$ cat config.mk
export PLATFORM = sky130hd
export DESIGN_NAME = mul_ctrl
export DESIGN_NICKNAME = d
export VERILOG_FILES = /design/src/rtl/mul_ctrl_pkg.sv /design/src/rtl/mul_ctrl_wdog.sv /design/src/rtl/mul_ctrl.sv
export SDC_FILE = /design/constraint.sdc
export NUM_CORES = 1
export LEC_CHECK = 0
export CAP_MARGIN = 5
export CORE_UTILIZATION = 44
export CTS_BUF_LIST = sky130_fd_sc_hd__clkbuf_8
export DETAILED_ROUTE_END_ITERATION = 12
export HOLD_SLACK_MARGIN = 0.08
export PLACE_DENSITY_LB_ADDON = 0.15
export SLEW_MARGIN = 20
export SYNTH_ARGS = -nofsm -noshare
export SYNTH_HDL_FRONTEND = slang
export SYNTH_SLANG_ARGS = --single-unit
$ cat constraint.sdc
create_clock -name clk -period 2.9 [get_ports clk]
set_clock_uncertainty 0.15 [all_clocks]
set_input_delay 0.29 -clock clk [delete_from_list [all_inputs] [get_ports clk]]
set_output_delay 0.29 -clock clk [all_outputs]
set_load 0.01 [all_outputs]
$ cat src/rtl/mul_ctrl_pkg.sv
// mul_ctrl_pkg: shared state encoding, defaults and result-RAM addressing for mul_ctrl
package mul_ctrl_pkg;
    localparam int MAX_PAIRS_DEF = 7;
    localparam int TIMEOUT_DEF   = 4096;
    localparam int AW            = 4;

    typedef enum logic [3:0] {
        S_IDLE, S_TERM, S_START, S_WAIT, S_RD_LO, S_RD_HI, S_CAP, S_OUT, S_CLEAR, S_ERR
    } state_t;

    function automatic logic [AW-1:0] word_addr(logic [AW-1:0] base, logic [AW-1:0] k, logic hi);
        return base + {k[AW-2:0], hi};
    endfunction
endpackage

$ cat src/rtl/mul_ctrl_wdog.sv
// mul_ctrl_wdog: loadable down-counter that expires TIMEOUT-1 decrements after a load
module mul_ctrl_wdog
    import mul_ctrl_pkg::*;
#(
    parameter int TIMEOUT = TIMEOUT_DEF
) (
    input  logic clk,
    input  logic reset_n,
    input  logic load,
    input  logic run,
    output logic expired
);
    localparam int W = $clog2(TIMEOUT + 1);

    logic [W-1:0] cnt;

    // Reload when the engine is started, then count down while waiting and hold at zero
    always_ff @(posedge clk or negedge reset_n) begin
        if (!reset_n)
            cnt <= '0;
        else if (load)
            cnt <= W'(TIMEOUT - 1);
        else if (run && !expired)
            cnt <= cnt - 1'b1;
    end

    assign expired = cnt == '0;
endmodule

$ cat src/rtl/mul_ctrl.sv
// mul_ctrl: host sequencer feeding the Booth multiplier FIFOs and streaming products back from its result RAM
module mul_ctrl
    import mul_ctrl_pkg::*;
#(
    parameter int MAX_PAIRS = MAX_PAIRS_DEF,
    parameter int TIMEOUT   = TIMEOUT_DEF
) (
    input  logic          clk,
    input  logic          reset_n,
    input  logic          h_wr,
    input  logic [31:0]   h_cand,
    input  logic [31:0]   h_lier,
    input  logic          h_go,
    output logic          h_full,
    output logic          h_busy,
    output logic          h_done,
    output logic          h_err,
    output logic          r_valid,
    output logic [63:0]   r_data,
    input  logic          r_ready,
    output logic          cand_wr_en,
    output logic [31:0]   cand_din,
    output logic          lier_wr_en,
    output logic [31:0]   lier_din,
    output logic          op_start,
    output logic          op_clear,
    input  logic          op_done,
    output logic          res_rd_en,
    output logic [AW-1:0] res_raddr,
    input  logic [31:0]   res_rdata
);
    state_t        state;
    logic [AW-1:0] count;
    logic [AW-1:0] idx;
    logic [AW-1:0] base;
    logic [31:0]   lo_word;
    logic          push;
    logic          expired;

    assign push   = h_wr && (count < AW'(MAX_PAIRS)) && !h_err;
    assign h_full = count == AW'(MAX_PAIRS);
    assign h_busy = state != S_IDLE;

    mul_ctrl_wdog #(.TIMEOUT(TIMEOUT)) u_wdog (
        .clk     (clk),
        .reset_n (reset_n),
        .load    (state == S_START),
        .run     (state == S_WAIT),
        .expired (expired)
    );

    // Sequencer; read strobes are issued on entry to RD_LO/RD_HI so RAM data lands in RD_HI/CAP
    always_ff @(posedge clk or negedge reset_n) begin
        if (!reset_n) begin
            state      <= S_IDLE;
            count      <= '0;
            idx        <= '0;
            base       <= '0;
            lo_word    <= '0;
            h_done     <= 1'b0;
            h_err      <= 1'b0;
            r_valid    <= 1'b0;
            r_data     <= '0;
            cand_wr_en <= 1'b0;
            cand_din   <= '0;
            lier_wr_en <= 1'b0;
            lier_din   <= '0;
            op_start   <= 1'b0;
            op_clear   <= 1'b0;
            res_rd_en  <= 1'b0;
            res_raddr  <= '0;
        end else begin
            cand_wr_en <= 1'b0;
            lier_wr_en <= 1'b0;
            op_start   <= 1'b0;
            op_clear   <= 1'b0;
            h_done     <= 1'b0;
            res_rd_en  <= 1'b0;
            case (state)
                S_IDLE: begin
                    if (push) begin
                        cand_wr_en <= 1'b1;
                        lier_wr_en <= 1'b1;
                        cand_din   <= h_cand;
                        lier_din   <= h_lier;
                        count      <= count + 1'b1;
                    end
                    if (h_go && (count != '0 || push))
                        state <= S_TERM;
                end
                S_TERM: begin
                    cand_wr_en <= 1'b1;
                    lier_wr_en <= 1'b1;
                    cand_din   <= '0;
                    lier_din   <= '0;
                    state      <= S_START;
                end
                S_START: begin
                    op_start <= 1'b1;
                    state    <= S_WAIT;
                end
                S_WAIT: begin
                    if (op_done) begin
                        idx       <= '0;
                        res_rd_en <= 1'b1;
                        res_raddr <= word_addr(base, '0, 1'b0);
                        state     <= S_RD_LO;
                    end else if (expired) begin
                        op_clear <= 1'b1;
                        h_err    <= 1'b1;
                        state    <= S_ERR;
                    end
                end
                S_RD_LO: begin
                    res_rd_en <= 1'b1;
                    res_raddr <= word_addr(base, idx, 1'b1);
                    state     <= S_RD_HI;
                end
                S_RD_HI: begin
                    lo_word <= res_rdata;
                    state   <= S_CAP;
                end
                S_CAP: begin
                    r_valid <= 1'b1;
                    r_data  <= {res_rdata, lo_word};
                    state   <= S_OUT;
                end
                S_OUT: begin
                    if (r_ready) begin
                        r_valid <= 1'b0;
                        if (idx == count - 1'b1) begin
                            op_clear <= 1'b1;
                            h_done   <= 1'b1;
                            state    <= S_CLEAR;
                        end else begin
                            idx       <= idx + 1'b1;
                            res_rd_en <= 1'b1;
                            res_raddr <= word_addr(base, idx + 1'b1, 1'b0);
                            state     <= S_RD_LO;
                        end
                    end
                end
                S_CLEAR: begin
                    base  <= base + {count[AW-2:0], 1'b0};
                    count <= '0;
                    state <= S_IDLE;
                end
                S_ERR: begin
                    count <= '0;
                    state <= S_IDLE;
                end
                default: state <= S_IDLE;
            endcase
        end
    end
endmodule

==> PnR_summary.wiki, run 1 <==
{| class="wikitable"
! Metric !! Value
|-
| Core region area || 17500 um2
|-
| Placed inst area || 10800 um2
|-
| Number of detailed-routing iterations run before antenna repair || 4
|-
| Clock root buffer master || sky130_fd_sc_hd__clkbuf_8
|-
| CP Max Fanout || 3
|-
| Placer's final routability congestion estimate || 0.863
|-
| Diode count || 0
|-
| Total wire length || 19.3 mm
|-
| Share of synthesized flip-flops with an asynchronous set or reset || 100%
|-
| Initial antenna violation count || 0
|-
| Data arrival time of the critical path || 2.86 ns
|-
| Number of distinct library cell variants in the gate-level netlist after synthesis || 51
|-
| Setup TNS || 0 ns
|-
| Maximum level of the CTS H-tree || 4
|-
| Nature of the critical path endpoint || register
|-
| MaxCap Viol Count || 0
|-
| Flip-flop and latch count after synthesis || 199
|-
| Number of pins exceeding their max-slew limit in the final report || 0
|-
| Overflow left after global routing || 0
|-
| Number of global-route vias before repair || 5909
|-
| Non-filler cells in the finished layout || 1051
|-
| Maximum number of pins on one net before global-route repair || 87
|-
| Source-to-sink clock delay at the later pin of the worst-skew pair || 0.46 ns
|-
| Headroom to the max-slew limit || 52.8%
|-
| Post-synth top flop || sky130_fd_sc_hd__dfrtp_1
|-
| Cell area after technology mapping || 7980 um2
|-
| CTS clk-pin slew, worst paths || 0.11 ns
|-
| Final ANT Viol Nets || 0
|-
| Average instance area after synthesis || 14.2 um2
|-
| Area of all placed cells without fillers || 11100 um2
|-
| Post-CTS Setup Inserts || 0
|-
| Unrepaired setup endpoints after global routing || false
|-
| Leakage component of the power || 4.75 nW
|-
| Routed via count divided by cell count || 5.22
|-
| Max Clk Rate || 375 MHz
|-
| Required time worst endpoint || 3.10 ns
|-
| GR Util All Layers || 21.5%
|-
| Chip width || 137 um
|-
| Routed length per instance || 18.4 um
|-
| Die height || 137 um
|-
| Post-synthesis cell count || 564
|-
| Detailed router's first-iteration violation count || 188
|-
| Power per unit of standard cell area || 1060 nW/um2
|-
| Final Hold Fails || 0
|-
| Maximum clock path buffer count || 2
|-
| Worst min path class || in2async
|-
| Post-detailed-route DRC marker count || 0
|-
| Initial cell density of the core || 45.5%
|-
| Half-perimeter wire length of the detailed placement result || 14.0 mm
|-
| Layout-stage area growth over the synthesis result || 39.6%
|-
| Result of the run || completed
|-
| Yosys Warn Count || 0
|-
| Quantity of I/O buffers inserted on ports || 243
|-
| Net count of the finished layout || 925
|-
| Clock net sink count || 199
|-
| Clock tree from TritonCTS || done
|-
| Count of placed standard cells including taps || 1018
|-
| Portion of the clock cycle consumed by the worst path in the final layout || 91.9%
|-
| Crit path launch type || register
|-
| Category of the most critical setup path || reg2reg
|-
| Share of cells above drive strength 1 || 20.2%
|-
| Top-level port count || 244
|-
| Count of flip-flops with a built-in enable after synthesis || 0
|-
| Area of the die || 18700 um2
|-
| Total clock buffers created by CTS || 17
|-
| Setup-violating endpoint count in the final report || 0
|-
| Via Count || 5489
|-
| Synthesized netlist net count || 676
|-
| Slew at the pin closest to its max-slew limit || 0.708 ns
|-
| Final critical delay including setup and external delays || 2.67 ns
|-
| Register area share after synthesis || 62.4%
|-
| Site Rows || 48
|-
| Maximum vdd drop || 702 uV
|-
| Global-route wire length before repair || 30.6 mm
|}
==> routing by layer <==
layer  vias to the layer above  global-route usage, %  share of wire, %
met1                      2782                   26.5                41
met3                        23                   7.26               6.9
li1                       2531                      -                 -
met5                         -                      0                 0
met2                       153                   35.6                51
met4                         0                   6.85               1.7
==> report_power, final <==
part	internal (W)	total [W]	switching, W
combinational	0.00324	0.00526	0.00203
sequential	0.00406	0.00484	0.000781
clock	0.000631	0.00168	0.00105
==> final cells by class <==
type | count | area, um2
fillers | 1357 | 6390
flip-flops and latches | 199 | 4980
multi-input cells | 317 | 2820
repair buffers | 263 | 2630
well taps | 225 | 282
clock buffers | 17 | 234
clock inverters | 15 | 149
inverters | 15 | 56.3
==> what timing repair did <==
action                                 4_1_cts  5_1_grt
hold buffers                                 1        0
endpoints found under the hold margin       81        0
resized for setup                            0        0
==> state kept, by name (all words and copies together), names as in the netlist, 3 cells and up <==
register and flops:
base 3, cand_din 32, count 4, idx 4
lier_din 32, lo_word 32, r_data 64, res_raddr 4
state 4, u_wdog.cnt 13
==> logic make-up after synthesis <==
group	Yosys count	synth area share, %
AOI/OAI and AO/OA	104	10.7
xor gates and xnor gates	16	1.93
adders and majority gates	10	1.76
buffers and inverters	48	2.70
DFF	199	62.4
muxes	105	14.8
and+or+nand+nor	82	5.81
==> synthesized netlist by cell type (all sizes together), types with 2 or more instances <==
| master | count | area share [%] |
|---|---|---|
| mux2i | 2 | 0.25 |
| a22o | 65 | 7.1 |
| buf | 23 | 1.5 |
| ha | 8 | 1.3 |
| nor2b | 3 | 0.24 |
| xnor2 | 11 | 1.2 |
| fa | 2 | 0.50 |
| clkbuf | 10 | 0.47 |
| or4 | 3 | 0.28 |
| dfrtp | 199 | 62 |
| nor2 | 17 | 0.80 |
| nand3 | 8 | 0.50 |
| a21oi | 11 | 0.69 |
| nand2b | 3 | 0.24 |
| o22ai | 3 | 0.24 |
| inv | 15 | 0.71 |
| nor4 | 4 | 0.69 |
| o21ai | 7 | 0.44 |
| mux2 | 103 | 15 |
| xor2 | 4 | 0.44 |
| nor3 | 10 | 0.89 |
| o21a | 2 | 0.19 |
| o211ai | 3 | 0.34 |
| nand2 | 19 | 0.89 |
| or3 | 6 | 0.47 |
| nor3b | 3 | 0.28 |
| o31ai | 4 | 0.55 |
| o311ai | 2 | 0.31 |
==> stage by stage <==
stage	utilization [%]	worst slack (ns)	hold WS [ns]	power, W
floorplan	-	0.0311	-0.156	0.00768
global placement	61.3	0.275	0.218	0.0100
detailed placement	61.3	0.242	0.236	0.0102
CTS	63.6	0.215	0.245	0.0119
global route	63.6	0.0511	0.241	0.0126
finish	63.6	0.235	0.262	0.0118
==> layout by cell type, fill, tap and decap left out, drive strengths merged, types with 2 or more instances in the layout <==
cell,synthesis,final
a21oi,11,11
a22o,65,65
buf,23,19
clkbuf,10,18
clkdlybuf4s50,0,242
clkinv,0,8
dfrtp,199,199
fa,2,2
ha,8,8
inv,15,21
mux2,103,103
mux2i,2,2
nand2,19,19
nand2b,3,3
nand3,8,8
nor2,17,17
nor2b,3,3
nor3,10,10
nor3b,3,3
nor4,4,4
o211ai,3,3
o21a,2,2
o21ai,7,7
o22ai,3,3
o311ai,2,2
o31ai,4,4
or3,6,6
or4,3,3
xnor2,11,11
xor2,4,4
==> critical path, cell delays in order (launching register included) <==
cell and delay (ns):
sky130_fd_sc_hd__dfrtp_1 0.39, sky130_fd_sc_hd__nand2b_1 0.16, sky130_fd_sc_hd__nor2_1 0.15, sky130_fd_sc_hd__ha_1 0.14
sky130_fd_sc_hd__inv_1 0.04, sky130_fd_sc_hd__ha_1 0.18, sky130_fd_sc_hd__fa_1 0.38, sky130_fd_sc_hd__xnor2_1 0.16
sky130_fd_sc_hd__and3_1 0.19, sky130_fd_sc_hd__o31ai_1 0.26, sky130_fd_sc_hd__xnor2_1 0.10, sky130_fd_sc_hd__mux2_2 0.26
==> final timing paths <==
kind | startpoint | end | slack [ns] | cells past startpoint
worst max-delay path | state[3] | res_raddr[3] | 0.23 | 11
worst min-delay path | reset_n | r_data[28] | 0.26 | 2
worst max register to register | state[3] | res_raddr[3] | 0.23 | 11
worst min register to register | r_valid | r_valid | 0.34 | 1
max in group asynchronous | reset_n | cand_din[24] | 1.48 | 3
min in group clk | h_cand[16] | cand_din[16] | 0.27 | 2
(Power assumes the default switching activity.)
==> run 2: changes to the inputs <==
--- a/config.mk
+++ b/config.mk
@@ -6,6 +6,7 @@
 export NUM_CORES = 1
 export LEC_CHECK = 0
 export CAP_MARGIN = 5
+export CORE_MARGIN = 2
 export CORE_UTILIZATION = 44
 export CTS_BUF_LIST = sky130_fd_sc_hd__clkbuf_8
 export DETAILED_ROUTE_END_ITERATION = 12
==> run 2 against run 1 <==
  * Sequential share of layout area decreased by 0.10 points
  * Maximum frequency down 1.5%
  * Total power grew 0.68%
  * Count of clock-buffer cells in the layout stayed put
  * Sequential cell count did not move
  * Die area up 2.9%
==> PnR_summary.wiki, run 2 (synthesized netlist as in run 1, its figures left out) <==
{| class="wikitable"
! Metric !! Value
|-
| Number of global-route vias before repair || 5815 (-1.6%)
|-
| Result of the run || completed
|-
| Max FFs per register || 64 (unchanged)
|-
| Clock root buffer master || sky130_fd_sc_hd__clkbuf_8
|-
| Half-perimeter wire length of the detailed placement result || 13.6 mm (-2.7%)
|-
| Total clock buffers created by CTS || 17 (unchanged)
|-
| Headroom to the max-slew limit || 53.0% (+0.18 points)
|-
| Reg2reg setup slack || 0.19 ns (-0.04 ns)
|-
| Switch share || 32.5% (-0.19 points)
|-
| Initial antenna violation count || 0 (unchanged)
|-
| Leading cell types in the layout, fill and taps excluded || sky130_fd_sc_hd__clkdlybuf4s50_1 (242), sky130_fd_sc_hd__dfrtp_1 (199), sky130_fd_sc_hd__mux2_2 (103)
|-
| Via Count || 5543 (+0.98%)
|-
| Maximum number of pins on one net before global-route repair || 90 (+3.4%)
|-
| MaxCap Viol Count || 0 (unchanged)
|-
| Final critical delay including setup and external delays || 2.71 ns (+0.0401 ns)
|-
| Maximum clock path buffer count || 2 (unchanged)
|-
| Required time worst endpoint || 3.10 ns (about the same)
|-
| Total wire length || 19.1 mm (-1.0%)
|-
| Site Rows || 49 (+2.1%)
|-
| Top-level port count || 244 (unchanged)
|-
| Internal portion of total power || 0.00800 W (+0.96%)
|-
| Placer's final routability congestion estimate || 0.886 (+2.7%)
|-
| Quantity of I/O buffers inserted on ports || 243 (unchanged)
|-
| Start of the worst register-to-register path || state[3]
|-
| Die height || 139 um (+1.5%)
|-
| Reg2Reg Capture Point || res_raddr[3]
|-
| Detailed router's first-iteration violation count || 239 (+27%)
|-
| Placed inst area || 10700 um2 (-0.12%)
|-
| Post-detailed-route DRC marker count || 0 (unchanged)
|-
| CTS clk-pin slew, worst paths || 0.11 ns (about the same)
|-
| Leakage component of the power || 4.75 nW (about the same)
|-
| GR Util All Layers || 20.4% (-1.1 points)
|-
| Diode count || 0 (unchanged)
|-
| Portion of the clock cycle consumed by the worst path in the final layout || 93.3% (+1.4 points)
|-
| Setup TNS || 0 ns (unchanged)
|-
| Worst setup slack after layout || 0.194 ns (-0.0401 ns)
|-
| Routed length per instance || 18.2 um (-1.0%)
|-
| Category of the most critical setup path || reg2reg
|-
| Source-to-sink clock delay at the later pin of the worst-skew pair || 0.46 ns (about the same)
|-
| Routed via count divided by cell count || 5.27 (+0.98%)
|-
| Number of pins exceeding their max-slew limit in the final report || 0 (unchanged)
|-
| Clock net sink count || 199 (unchanged)
|-
| Final ANT Viol Nets || 0 (unchanged)
|-
| Global-route wire length before repair || 31.6 mm (+3.1%)
|-
| Hold Slack || 0.162 ns (-0.0997 ns)
|-
| Core region area || 17900 um2 (+2.1%)
|-
| Worst slack at placement || 0.205 ns (-0.0376 ns)
|-
| Total net switching power || 0.00386 W (about the same)
|-
| Clock tree from TritonCTS || done
|-
| Clock power share || 15.2% (+0.9 points)
|-
| Share of total power in combinational logic || 44.1% (-0.6 points)
|-
| Share of cells above drive strength 1 || 20.0% (-0.27 points)
|-
| CP Max Fanout || 3 (unchanged)
|-
| Register containing the most flip-flops in the final layout || r_data
|-
| Worst min path class || in2async
|-
| Maximum vdd drop || 614 uV (-13%)
|-
| Slew at the pin closest to its max-slew limit || 0.705 ns (-0.00266 ns)
|-
| Number of detailed-routing iterations run before antenna repair || 4 (unchanged)
|-
| Chip width || 139 um (+1.5%)
|-
| Most common library cell in the layout ignoring fill and taps || sky130_fd_sc_hd__clkdlybuf4s50_1
|-
| Filler Cell Count || 1392 (+2.6%)
|-
| Resized Gates After CTS || 0 (unchanged)
|-
| FF-to-FF path depth || 11 (unchanged)
|-
| Overflow left after global routing || 0 (unchanged)
|-
| Layout-stage area growth over the synthesis result || 39.9%
|-
| Initial cell density of the core || 44.6% (-0.93 points)
|-
| Area of the die || 19200 um2 (+2.9%)
|-
| Area of all placed cells without fillers || 11200 um2 (+0.23%)
|-
| Power per unit of standard cell area || 1060 nW/um2 (+0.45%)
|-
| Maximum level of the CTS H-tree || 4 (unchanged)
|-
| Crit path launch type || register
|-
| Net count of the finished layout || 921 (-0.43%)
|-
| Max Clk Rate || 370 MHz (-1.5%)
|-
| Seq pwr share || 40.7% (-0.4 points)
|-
| Nature of the critical path endpoint || register
|-
| Data arrival time of the critical path || 2.91 ns (+0.05 ns)
|-
| Final Hold Fails || 0 (unchanged)
|-
| Unrepaired setup endpoints after global routing || false
|-
| Setup-violating endpoint count in the final report || 0 (unchanged)
|}
## run 2: changes by cell type in the layout (fill, tap and decap cells not counted), sizes merged
cell      before  now
buf           19   15
bufinv         0    1
clkinv         8    5
clkinvlp       1    2
inv           21   22
## run 2: power by group through the flow
stage / Clock (W) / Sequential [W] / Combinational [W]
after floorplan: 0 / 0.00522 / 0.00246
after global placement: 0 / 0.00479 / 0.00518
after detailed placement: 0 / 0.00488 / 0.00528
after CTS: 0.00188 / 0.00483 / 0.00531
after global routing: 0.00201 / 0.00501 / 0.00561
final: 0.00181 / 0.00483 / 0.00523
## run 2: cell type report
type                            instances  area (um2)  area share [%]
Clock buffer                           17         234            2.09
Clock inverter                         15         186            1.67
Inverter                               15        56.3           0.504
Multi-Input combinational cell        317        2820            25.2
Sequential cell                       199        4980            44.6
Tap cell                              229         287            2.56
Timing Repair Buffer                  259        2610            23.4
## run 2: repair_timing
| item | CTS | global route |
|---|---|---|
| hold endpoints to repair | 159 | 0 |
| hold buffers | 1 | 0 |
| setup buffers | 0 | 0 |
## run 2: critical path: stages, from the launching register on
cell                       delay (ns)
sky130_fd_sc_hd__dfrtp_1         0.41
sky130_fd_sc_hd__nand2b_1        0.16
sky130_fd_sc_hd__nor2_1          0.15
sky130_fd_sc_hd__ha_1            0.14
sky130_fd_sc_hd__inv_1           0.04
sky130_fd_sc_hd__ha_1            0.18
sky130_fd_sc_hd__fa_1            0.39
sky130_fd_sc_hd__xnor2_1         0.17
sky130_fd_sc_hd__and3_1          0.20
sky130_fd_sc_hd__o31ai_1         0.27
sky130_fd_sc_hd__xnor2_1         0.09
sky130_fd_sc_hd__mux2_2          0.25
## run 2: how the worst max path moves through the flow
| stage | from | endpoint | slack [ns] | depth (start not counted) |
|---|---|---|---|---|
| after floorplan | state[0] | res_raddr[3] | 0.03 | 12 |
| final | state[3] | res_raddr[3] | 0.19 | 11 |
| after CTS | state[3] | res_raddr[3] | 0.19 | 11 |
| after detailed placement | state[3] | res_raddr[3] | 0.20 | 11 |
| after global routing | state[3] | res_raddr[3] | 0.003 | 11 |
| after global placement | state[3] | res_raddr[3] | 0.27 | 11 |
## run 2: routing by layer
layer  wire length, um  GRT usage (%)  vias up
li1                  -              -     2527
met1              7990           25.3     2821
met2              9390           34.2      171
met3              1370           7.32       24
met4               341           5.74        0
met5                 0              0        -
## run 2: through the flow
stage	cells	util, %	power (W)
floorplan	564	-	0.00768
global placement	1018	60.0	0.00997
detailed placement	1018	60.0	0.0102
CTS	1051	62.4	0.0120
global route	1051	62.4	0.0126
finish	1051	62.4	0.0119
